===== src/rtl/arm_ctrl_pipe.sv =====
// arm_ctrl_pipe: ID control decode with bubble insertion, carried through EX/MEM/WB slots.
// Optional CTRL_PERF_CNT_EN adds saturating bubble/flush counters.
module arm_ctrl_pipe #(
  parameter int CMD_W = 4,
  parameter int CNT_W = 16
) (
  input  logic             clk,
  input  logic             rst_n,
  input  logic             freeze,
  input  logic             flush,
  input  logic             hazard,
  input  logic             cond_pass,
  input  logic             id_valid,
  input  logic [1:0]       mode,
  input  logic [3:0]       opcode,
  input  logic             s_in,
  output logic             id_wb_en,
  output logic             ex_valid,
  output logic             ex_wb_en,
  output logic             ex_mem_r_en,
  output logic             ex_mem_w_en,
  output logic             ex_b,
  output logic             ex_s,
  output logic [CMD_W-1:0] ex_cmd,
  output logic             mem_valid,
  output logic             mem_r_en,
  output logic             mem_w_en,
  output logic             mem_wb_en,
  output logic             wb_valid,
  output logic             wb_en,
  output logic             wb_from_mem
`ifdef CTRL_PERF_CNT_EN
  ,
  output logic [CNT_W-1:0] bubble_cnt,
  output logic [CNT_W-1:0] flush_cnt
`endif
);
  logic [3:0] w_c;
  logic       w_wb, w_mr, w_mw, w_b, w_s, w_ok;

  always_comb begin
    w_c  = 4'd0;
    w_wb = 1'b0;
    w_mr = 1'b0;
    w_mw = 1'b0;
    w_b  = 1'b0;
    w_s  = 1'b0;
    case (mode)
      2'b00: begin
        w_s  = s_in;
        w_wb = 1'b1;
        case (opcode)
          4'b1101: w_c = 4'b0001;
          4'b1111: w_c = 4'b1001;
          4'b0100: w_c = 4'b0010;
          4'b0101: w_c = 4'b0011;
          4'b0010: w_c = 4'b0100;
          4'b0110: w_c = 4'b0101;
          4'b0000: w_c = 4'b0110;
          4'b1100: w_c = 4'b0111;
          4'b0001: w_c = 4'b1000;
          4'b1010: begin w_c = 4'b0100; w_wb = 1'b0; w_s = 1'b1; end
          4'b1000: begin w_c = 4'b0110; w_wb = 1'b0; w_s = 1'b1; end
          default: begin w_wb = 1'b0; w_s = 1'b0; end
        endcase
      end
      2'b01: begin
        w_c  = 4'b0010;
        w_mr = s_in;
        w_wb = s_in;
        w_mw = ~s_in;
      end
      2'b10: w_b = 1'b1;
      default: ;
    endcase
  end

  assign id_wb_en = w_wb;
  assign w_ok     = id_valid & cond_pass & ~hazard & ~flush;

  always_ff @(posedge clk or negedge rst_n) begin
    if (!rst_n) begin
      ex_valid    <= 1'b0;
      ex_wb_en    <= 1'b0;
      ex_mem_r_en <= 1'b0;
      ex_mem_w_en <= 1'b0;
      ex_b        <= 1'b0;
      ex_s        <= 1'b0;
      ex_cmd      <= '0;
      mem_valid   <= 1'b0;
      mem_r_en    <= 1'b0;
      mem_w_en    <= 1'b0;
      mem_wb_en   <= 1'b0;
      wb_valid    <= 1'b0;
      wb_en       <= 1'b0;
      wb_from_mem <= 1'b0;
    end else if (!freeze) begin
      ex_valid    <= w_ok;
      ex_wb_en    <= w_ok & w_wb;
      ex_mem_r_en <= w_ok & w_mr;
      ex_mem_w_en <= w_ok & w_mw;
      ex_b        <= w_ok & w_b;
      ex_s        <= w_ok & w_s;
      ex_cmd      <= w_ok ? CMD_W'(w_c) : '0;
      mem_valid   <= ex_valid;
      mem_r_en    <= ex_mem_r_en;
      mem_w_en    <= ex_mem_w_en;
      mem_wb_en   <= ex_wb_en;
      wb_valid    <= mem_valid;
      wb_en       <= mem_wb_en;
      wb_from_mem <= mem_r_en;
    end
  end

`ifdef CTRL_PERF_CNT_EN
  logic w_bub, w_fl;
  // flush takes precedence: a flushed slot is never also counted as a bubble
  assign w_bub = id_valid & (hazard | ~cond_pass) & ~flush;
  assign w_fl  = id_valid & flush;

  always_ff @(posedge clk or negedge rst_n) begin
    if (!rst_n) begin
      bubble_cnt <= '0;
      flush_cnt  <= '0;
    end else if (!freeze) begin
      bubble_cnt <= bubble_cnt + CNT_W'(w_bub & ~&bubble_cnt);
      flush_cnt  <= flush_cnt + CNT_W'(w_fl & ~&flush_cnt);
    end
  end
`endif
endmodule

===== config.mk =====
export PLATFORM = sky130hd
export DESIGN_NAME = arm_ctrl_pipe
export DESIGN_NICKNAME = d
export VERILOG_FILES = /design/src/rtl/arm_ctrl_pipe.sv
export SDC_FILE = /design/constraint.sdc
export NUM_CORES = 1
export LEC_CHECK = 0
export ABC_AREA = 1
export BUFFER_PORTS_ARGS = -buffer_cell sky130_fd_sc_hd__clkbuf_2
export CAP_MARGIN = 10
export CORE_MARGIN = 2
export CORE_UTILIZATION = 50
export DETAILED_ROUTE_END_ITERATION = 10
export GPL_TIMING_DRIVEN = 0
export PLACE_DENSITY = 0.83
export SETUP_SLACK_MARGIN = 0.02
export SLEW_MARGIN = 30
export SYNTH_ARGS = -nofsm -noshare
export SYNTH_HDL_FRONTEND = slang
export SYNTH_SLANG_ARGS = --single-unit

===== constraint.sdc =====
create_clock -name clk -period 0.9 [get_ports clk]
set_input_delay 0.045 -clock clk [delete_from_list [all_inputs] [get_ports clk]]
set_output_delay 0.045 -clock clk [all_outputs]
set_load 0.01 [all_outputs]

# After elaboration in Yosys (flattened, before gate mapping)
# Cells that the tools add are included.
[word_totals]
reg_bits = 17
output_inout_bits = 18
word_cells = 53
input_bits = 14
[op_classes]
eq_ne = 12
n_reduce_logical = 6
n_mux = 10
bitwise = 11
[ops]
columns = ["operator", "count"]
rows = [
  ["$pmux 4 s9", 1],
  ["$eq 4x4->1 const B", 5],
  ["$eq 4x3->1 const B", 3],
  ["$reduce_or 9->1", 1],
  ["$and 1x1->1", 8],
  ["$pmux 4 s2", 1],
  ["$reduce_or 2->1", 3],
  ["$mux 1", 5],
  ["$eq 4x1->1 const B", 1],
  ["$eq 4x2->1 const B", 1],
  ["$logic_not 4->1", 1],
  ["$mux 4", 1],
  ["$pmux 1 s2", 2],
  ["$not 1->1", 3],
  ["$eq 2x1->1 const B", 1],
  ["$eq 2x2->1 const B", 1],
  ["$logic_not 2->1", 1],
]

# Depth between registers and ports, before layout
# Gate-level depths: netlist of the first run.
[logic_depth]
word_depth = 5
mapped_depth = 8
ltp_nobuf = 8

# Worst setup path after synthesis of the first run
# Ideal clock, no wire load.
[synth_path]
path_type = "register -> register"
from = "reg, netlist name mem_r_en"
to = "reg mem_r_en"
n_path_buf = 0
setup_slack_ps = 245
t_required_ps = 774
arrival_time_ps = 529
path_stages_with_launch = 3
period_less_slack_ps = 655
setup_time_ps = 126
cell_sequence = "dfrtp_1 nand2_1 o21ai_0"
[synth_rtl]
columns = ["item", "line_no", "text"]
rows = [
  ["end signal: assignment", "106", "mem_r_en <= ex_mem_r_en;"],
  ["end: declaration", "26", "output logic mem_r_en,"],
]

# Worst setup path in the final report of the first run
[layout_path]
from = "reg ex_wb_en"
to = "out ex_wb_en"
[layout_rtl]
columns = ["item", "line_no", "text"]
rows = [
  ["start: declaration", "19", "output logic ex_wb_en,"],
  ["start signal: assignment", "99", "ex_wb_en <= w_ok & w_wb;"],
]
# No word-level cell between the ends.

==> results of run 1 <==
worst max-delay path by stage:
stage           endpoint  slack, ns
6_report        ex_wb_en       0.03
3_5_place_dp   ex_cmd[1]       0.09
5_1_grt         mem_r_en      -0.02
3_3_place_gp   ex_cmd[1]       0.11
2_1_floorplan   mem_r_en       0.24
4_1_cts         mem_r_en       0.03
worst min-delay path, stage by stage:
cell       delay [ns]
buf_6            0.11
clkinv_4         0.07
o2bb2ai_1        0.07
metrics by stage:
step                      cells  setup TNS [ns]  util, %  setup WS (ns)  hold slack, ns
after floorplan             104               0        -          0.245          -0.251
after global placement      150               0     65.2          0.108         -0.0153
after detailed placement    150               0     65.2         0.0939         -0.0110
after CTS                   159               0     70.0         0.0291          0.0317
after global routing        164         -0.0503     72.4        -0.0238          0.0535
final                       164               0     72.4         0.0256          0.0296
layout make-up:
class	instances	area [um^2]	area share (%)
buffer	2	16.3	1.47
clock buffer	3	22.5	2.04
clock inverter	1	5.00	0.454
inverter	13	53.8	4.88
multi-input combinational	72	328	29.7
sequential	17	425	38.5
tap	16	20.0	1.81
timing repair buffer	40	233	21.1
cells by family (layout without fill, tap and decap cells):
kind of cell / after synthesis / in the layout / synth area share, %
simple gates: 61 / 61 / 32.1
flops: 17 / 17 / 51.7
buf+inv: 15 / 59 / 8.51
compound gates: 11 / 11 / 7.75
synth_stat cells:
cell type / number / area (um^2)
o22ai_1: 1 / 6.26
o21ai_0: 8 / 40.0
o21ai_2: 1 / 8.76
buf_6: 1 / 11.3
inv_1: 12 / 45.0
nor2_4: 1 / 11.3
dfrtp_1: 17 / 425
or2_2: 2 / 12.5
nand3_1: 4 / 20.0
nand2_1: 46 / 173
buf_2: 1 / 5.00
nor2_1: 7 / 26.3
o2bb2ai_1: 1 / 8.76
clkinv_4: 1 / 8.76
nand4_4: 1 / 21.3
metal layers:
layer / track usage, % / vias up / wire length [um]
met4: 12.7 / 0 / 46
met5: 0 / - / 0
met1: 24.7 / 350 / 803
li1: - / 411 / -
met3: 1.22 / 5 / 65
met2: 33.0 / 22 / 770
report_power, final:
part	total (mW)	switching [mW]	internal, mW
registers	0.782	0.00651	0.776
logic	0.194	0.114	0.0799
clock network	0.414	0.248	0.166
state kept, by name, indices dropped and copies added, names as in the netlist:
| signal | cells |
|---|---|
| ex_b | 1 |
| mem_valid | 1 |
| ex_mem_w_en | 1 |
| wb_valid | 1 |
| ex_wb_en | 1 |
| wb_en | 1 |
| mem_w_en | 1 |
| mem_r_en | 1 |
| wb_from_mem | 1 |
| mem_wb_en | 1 |
| ex_valid | 1 |
| ex_cmd | 4 |
| ex_s | 1 |
| ex_mem_r_en | 1 |
what timing repair did:
item                                   CTS  global route
buffers inserted                         2             5
resized for setup                        0             7
endpoints found under the hold margin   21             0
setup endpoints to repair                2            15
hold buffers                             3             0
==> results.yml, run 1 <==
worst_setup_path:
  reg2reg_from: "ex_wb_en"
  max_stage_delay_ns: 0.40
  critPathKind: "flop to primary output"
  crit_buf_inv: 1
  crit_family: "flip-flops"
  worst-path-stages: 1
  rr_endpoint: "mem_wb_en"
  end_kind: "primary output"
  ff2ff_setup_slack_ns: 0.12
  cp.arrival_ns: 0.83
  cp_slowest_cell: "dfrtp_1"
  reg2reg_depth: 3
  setup.worst_path.start_class: "flop"
  startpoint: "ex_wb_en"
  worstPathMaxFanout: 2
  cp_cell_sequence: "clkbuf_2"
  cp.required_ns: 0.85
cts:
  clkLatencyLatePin_ns: 0.30
  root_buffer: "clkbuf_4"
  htree_levels: 1
  numCtsBuffers: 3
  cts_tree: "yes"
  cts.sinks: 17
  cts.clk_slew.worst_paths_ns: 0.10
  clk_path_buf_depth: 2
grt:
  grt_pass1_vias: 720
  grtUsageTotal_pct: 19.8
  grt_pass1_wl_mm: 2.84
  antenna_found_initial: 0
  grt_max_degree: 18
  overflow: 0
die:
  ios: 32
  fp.dieH_um: 44.6
  dieWidth_um: 44.6
  die-area_mm2: 0.00199
  initial_utilization_pct: 54.0
  core-area_mm2: 0.00152
  num_rows: 14
sta:
  slew_headroom_pct: 72.9
  tightest_slew_ns: 0.407
  rsz0062_at_grt: "true"
  finalCriticalPeriod_ns: 0.874
  finalCritPeriodShare_pct: 97.2
  fmax_mhz: 1140
  drv_slew: 0
  hold_violations: 0
  skew_ns: 0.00531
  setup_viol: 0
final_layout:
  final_common_cell: "nand2_1"
  drive_above_1_share_pct: 33.1
  diodes: 0
  area_growth_pct: 34.0
  fin_area_mm2: 0.00110
  fill_cells: 130
  nets: 163
  layout_common_cells: "nand2_1 (46), clkbuf_2 (23), dfrtp_1 (17)"
synth:
  syn_inst: 104
  yosysUniqueCellTypes: 15
  post_synth.cell_area_avg_um2: 7.92
  netlist_area_um2: 823
  synth-seq-cells: 17
  syn_nets: 118
  ys_seq_area_share_pct: 51.7
  yosysWarnings: 0
routing:
  vias: 788
  drtAntennaViolNets: 0
  dr.pass1.iters: 6
  drc: 0
  viasPerCell: 4.80
  routedWlPerCell_um: 10.3
  drt_iter0_markers: 6
  drt_wl_total_mm: 1.69
pwr:
  vdd_drop_max_mv: 0.670
  power_mw: 1.39
  leakagePower_nw: 0.672
  powerDensity_mw_per_mm2: 1260
worst_hold_path:
  min_to: "ex_mem_w_en"
  hold_path_class: "input port to flop"
  min_path_cells: 3
  min_from: "freeze"
placed_design:
  place_area_um2: 993
  dpl.hpwl_mm: 1.26
  portBuffers: 30
  gp_congestion: 0.733
status:
  status: "completed"
flow_run:
  drv_cap: 0
Note: power is estimated with default switching activity, not from simulation.
==> inputs of run 2 (changes only) <==
--- a/config.mk
+++ b/config.mk
@@ -11,7 +11,7 @@
 export CORE_MARGIN = 2
 export CORE_UTILIZATION = 50
 export DETAILED_ROUTE_END_ITERATION = 10
-export GPL_TIMING_DRIVEN = 0
+export HOLD_SLACK_MARGIN = 0.1
 export PLACE_DENSITY = 0.83
 export SETUP_SLACK_MARGIN = 0.02
 export SLEW_MARGIN = 30
==> run 2 against run 1 <==
Against the previous run: core utilization increased by 2.4 points; non-clock buffer count increased by 4; combinational power is 6% higher; register-to-register slack about the same; sequential cell count is the same; cell area grew 3.3%; critical path depth unchanged; first-iteration DRC count up 83%; count of clock-buffer cells in the layout is the same; clock power down 2%; via count up 2.9%; critical endpoint is now ex_cmd[1]; largest cell class unchanged; highest routed layer unchanged.
==> results.yml, run 2 (synthesis results as in run 1) <==
worst_setup_path:
  worst-path-stages: 1
  cp_cell_sequence: "buf_2"
  cp_slowest_cell: "dfrtp_1"
  startpoint: "ex_cmd[1]"
  crit_buf_inv: 1
  max_stage_delay_ns: 0.41
  rr_endpoint: "ex_cmd[1]"
  cp.required_ns: 0.85
  worstSetupEndpoint: "ex_cmd[1]"
  reg2reg_depth: 3
  critPathKind: "flop to primary output"
  cp.arrival_ns: 0.85
  crit_family: "flip-flops"
  end_kind: "primary output"
  ff2ff_setup_slack_ns: 0.13
  reg2reg_from: "ex_cmd[1]"
  setup.worst_path.start_class: "flop"
  worstPathMaxFanout: 2
status:
  status: "completed"
flow_run:
  drv_cap: 0
die:
  dieWidth_um: 44.6
  core-area_mm2: 0.00152
  fp.dieH_um: 44.6
  initial_utilization_pct: 54.0
  num_rows: 14
  ios: 32
  die-area_mm2: 0.00199
routing:
  routedWlPerCell_um: 11.0
  dr.pass1.iters: 4
  vias: 811
  drtAntennaViolNets: 0
  viasPerCell: 4.83
  drt_iter0_markers: 11
  drt_wl_total_mm: 1.85
  drc: 0
sta:
  skew_ns: 0.00981
  rsz0062_at_grt: "true"
  tightest_slew_ns: 0.426
  hold_violations: 0
  worst_slack_ns: 0.00400
  drv_slew: 0
  setup_viol: 0
  slew_headroom_pct: 71.6
  finalCritPeriodShare_pct: 99.6
  finalCriticalPeriod_ns: 0.896
  hold_ws_ns: 0.0765
  fmax_mhz: 1120
final_layout:
  drive_above_1_share_pct: 32.9
  diodes: 0
  area_growth_pct: 38.4
  fin_area_mm2: 0.00114
  fill_cells: 125
  regMostFlops: "ex_cmd"
  largest_reg_flops: 4
  final_common_cell: "nand2_1"
  final-seq-area_um2: 425
  nets: 167
  multi_input_area_um2: 328
  layout_common_cells: "nand2_1 (46), clkbuf_2 (27), dfrtp_1 (17)"
worst_hold_path:
  hold_path_class: "input port to flop"
  min_path_cells: 3
pwr:
  vdd_drop_max_mv: 0.586
  powerDensity_mw_per_mm2: 1220
  leakagePower_nw: 0.684
cts:
  htree_levels: 1
  cts.clk_slew.worst_paths_ns: 0.10
  root_buffer: "clkbuf_4"
  clk_path_buf_depth: 2
  numCtsBuffers: 3
  clkLatencyLatePin_ns: 0.29
  cts.sinks: 17
  cts_tree: "yes"
grt:
  grt_pass1_vias: 689
  grtUsageTotal_pct: 19.3
  grt_max_degree: 18
  overflow: 0
  antenna_found_initial: 0
  grt_pass1_wl_mm: 2.76
placed_design:
  gp_congestion: 0.810
  portBuffers: 31
  dpl.hpwl_mm: 1.34
  post-place-ws_ns: 0.0607
  place_area_um2: 990
==> run 2: changes by cell type in the layout (fill, tap and decap cells not counted) <==
cell | previous run | this run
dlygate4sd3_1 | 3 | 7
inv_2 | 0 | 1
clkbuf_2 | 23 | 27
buf_4 | 7 | 8
buf_2 | 8 | 4
buf_6 | 1 | 0
inv_1 | 12 | 11
==> run 2: how the worst min path moves through the flow <==
stage / start / endpoint / slack [ns]
after floorplan: rst_n / ex_b / -0.25
after global placement: rst_n / wb_en / -0.01
after detailed placement: rst_n / wb_en / -0.003
after CTS: cond_pass / ex_mem_r_en / 0.09
after global routing: cond_pass / ex_mem_r_en / 0.09
final: cond_pass / ex_mem_r_en / 0.08
==> run 2: power breakdown <==
group          internal (mW)  switching [mW]
Clock                  0.165           0.240
Sequential             0.776         0.00738
Combinational         0.0864           0.118
Total                   1.03           0.365
==> run 2: layer usage <==
metal / share of wire [%] / GRT usage (%) / up-vias
met4: 0.76 / 10.9 / 0
met1: 47 / 23.8 / 368
met5: 0 / 0 / -
met2: 47 / 31.0 / 23
met3: 4.6 / 4.08 / 2
li1: - / - / 418
==> run 2: area by class of cell <==
type                    count  area share (%)
flip-flops and latches     17            37.3
multi-input cells          72            28.8
repair buffers             46            25.0
inverters                  13            4.72
clock buffers               3            1.98
well taps                  16            1.76
clock inverters             1           0.439
==> run 2: metrics by stage <==
stage	cells	setup TNS [ns]	total power, mW	utilization [%]
2_1_floorplan	104	0	0.891	-
3_3_place_gp	150	0	0.967	64.9
3_5_place_dp	150	0	0.974	64.9
4_1_cts	160	0	1.38	70.7
5_1_grt	168	-0.0465	1.45	74.8
6_report	168	0	1.39	74.8
==> run 2: timing repair <==
action,4_1_cts,5_1_grt
setup buffers,0,7
hold buffers,6,2
gates resized for setup,0,5
endpoints found under the setup margin,0,16
hold endpoints to repair,24,4
==> inputs of run 3 (changes only) <==
--- a/config.mk
+++ b/config.mk
@@ -13,6 +13,7 @@
 export DETAILED_ROUTE_END_ITERATION = 10
 export HOLD_SLACK_MARGIN = 0.1
 export PLACE_DENSITY = 0.83
+export REMOVE_ABC_BUFFERS = 1
 export SETUP_SLACK_MARGIN = 0.02
 export SLEW_MARGIN = 30
 export SYNTH_ARGS = -nofsm -noshare
==> run 3 against run 2 <==
Against the previous run: critical endpoint is now ex_wb_en; largest cell class unchanged; largest power group unchanged; via count is 4.1% lower; setup slack improved by 0.020 ns; clock skew decreased by 0.0082 ns; total power fell by 1.6%; critical path type unchanged; sequential share of layout area rose by 2.2 points; sequential cell count did not move.
==> results.yml, run 3 (synthesis results as in run 1) <==
sta:
  rsz0062_at_grt: "true"
  tightest_slew_ns: 0.411
  hold_violations: 0
  hold_ws_ns: 0.0821
  skew_ns: 0.00161
  fmax_mhz: 1140
  finalCritPeriodShare_pct: 97.4
  setup_viol: 0
  slew_headroom_pct: 72.6
  drv_slew: 0
  finalCriticalPeriod_ns: 0.876
cts:
  cts.clk_slew.worst_paths_ns: 0.09
  root_buffer: "clkbuf_4"
  holdBufCountCts: 4
  cts.sinks: 17
  htree_levels: 1
  numCtsBuffers: 3
  cts_tree: "yes"
  clkLatencyLatePin_ns: 0.28
  clk_path_buf_depth: 2
final_layout:
  drive_above_1_share_pct: 29.9
  nets: 159
  fin_area_mm2: 0.00108
  area_growth_pct: 30.7
  final_common_cell: "nand2_1"
  regMostFlops: "ex_cmd"
  diodes: 0
  layout_common_cells: "nand2_1 (46), clkbuf_2 (30), dfrtp_1 (17)"
  final_core_util_pct: 70.6
  largest_reg_flops: 4
grt:
  grt_max_degree: 18
  met1_usage_pct: 21.8
  globalRouteMet3Util_pct: 1.22
  gr-usage-met2_pct: 30.7
  grt_pass1_vias: 669
  antenna_found_initial: 0
  grt_pass1_wl_mm: 2.60
  overflow: 0
  grtUsageTotal_pct: 17.9
  busiest_layer: "met2"
pwr:
  p_sw_mw: 0.346
  powerDensity_mw_per_mm2: 1270
  seqPwrFrac_pct: 57.1
  power_mw: 1.37
  swShare_pct: 25.3
  combPwrFrac_pct: 13.9
  vdd_drop_max_mv: 0.788
  leakagePower_nw: 0.651
  clock_power_share_pct: 29.0
  cellInternalPower_mw: 1.02
flow_run:
  drv_cap: 0
routing:
  drc: 0
  routedWlPerCell_um: 10.7
  drtAntennaViolNets: 0
  drt_iter0_markers: 3
  drt_wl_total_mm: 1.71
  vias: 778
  dr.pass1.iters: 4
  viasPerCell: 4.86
worst_setup_path:
  crit_family: "flip-flops"
  critPathKind: "flop to primary output"
  cp.arrival_ns: 0.83
  cp.required_ns: 0.85
  max_stage_delay_ns: 0.41
  crit_buf_inv: 1
  worstPathMaxFanout: 3
  cp_cell_sequence: "clkbuf_2"
  end_kind: "primary output"
  cp_slowest_cell: "dfrtp_1"
  setup.worst_path.start_class: "flop"
die:
  dieWidth_um: 44.6
  num_rows: 14
  fp.dieH_um: 44.6
  ios: 32
  initial_utilization_pct: 54.0
  core-area_mm2: 0.00152
  die-area_mm2: 0.00199
worst_hold_path:
  hold_path_class: "input port to flop"
placed_design:
  portBuffers: 31
  place_area_um2: 990
  dpl.hpwl_mm: 1.27
  gp_congestion: 0.743
status:
  status: "completed"
==> run 3: cell count changes in the layout (fill, tap and decap cells not counted), sizes merged <==
cell          change
dlygate4sd3       -4
clkinv            -1
buf               -8
dlymetal6s4s      +1
clkbuf            +4
==> run 3: area by class of cell <==
class | count | area, um^2
Sequential cell | 17 | 425
Clock buffer | 4 | 26.3
Timing Repair Buffer | 38 | 223
Inverter | 13 | 53.8
Tap cell | 16 | 20.0
Multi-Input combinational cell | 72 | 328
Fill cell | 131 | 448
==> run 3: power groups by stage <==
stage	logic [mW]	registers [mW]	clock network, mW
2_1_floorplan	0.0716	0.804	0
3_3_place_gp	0.170	0.797	0
3_5_place_dp	0.174	0.798	0
4_1_cts	0.188	0.783	0.405
5_1_grt	0.214	0.784	0.426
6_report	0.190	0.782	0.397
==> run 3: worst paths after layout <==
kind / from / end / slack [ns] / depth (start not counted)
min in group asynchronous: rst_n / wb_valid / 0.22 / 2
worst max-delay path: ex_wb_en / ex_wb_en / 0.02 / 1
worst min-delay path: mode[0] / ex_b / 0.08 / 3
max in group asynchronous: rst_n / ex_s / 0.39 / 2
worst max register to register: mem_valid / mem_valid / 0.10 / 3
worst min register to register: ex_cmd[1] / ex_cmd[1] / 0.49 / 2
==> run 3: stage by stage <==
step / worst slack, ns / cells / setup TNS, ns
2_1_floorplan: 0.245 / 102 / 0
3_3_place_gp: 0.122 / 150 / 0
3_5_place_dp: 0.101 / 150 / 0
4_1_cts: 0.0260 / 158 / 0
5_1_grt: -0.000291 / 160 / -0.000291
6_report: 0.0236 / 160 / 0
==> run 3: what timing repair did <==
action | 4_1_cts | 5_1_grt
endpoints found under the hold margin | 25 | 1
resized for setup | 0 | 1
buffers inserted | 0 | 3
setup endpoints to repair | 0 | 15
==> run 3: per-layer routing <==
layer	vias to the layer above	wire length (um)
met4	0	40
met1	343	751
met3	4	95
li1	403	-
met2	28	821
met5	-	0
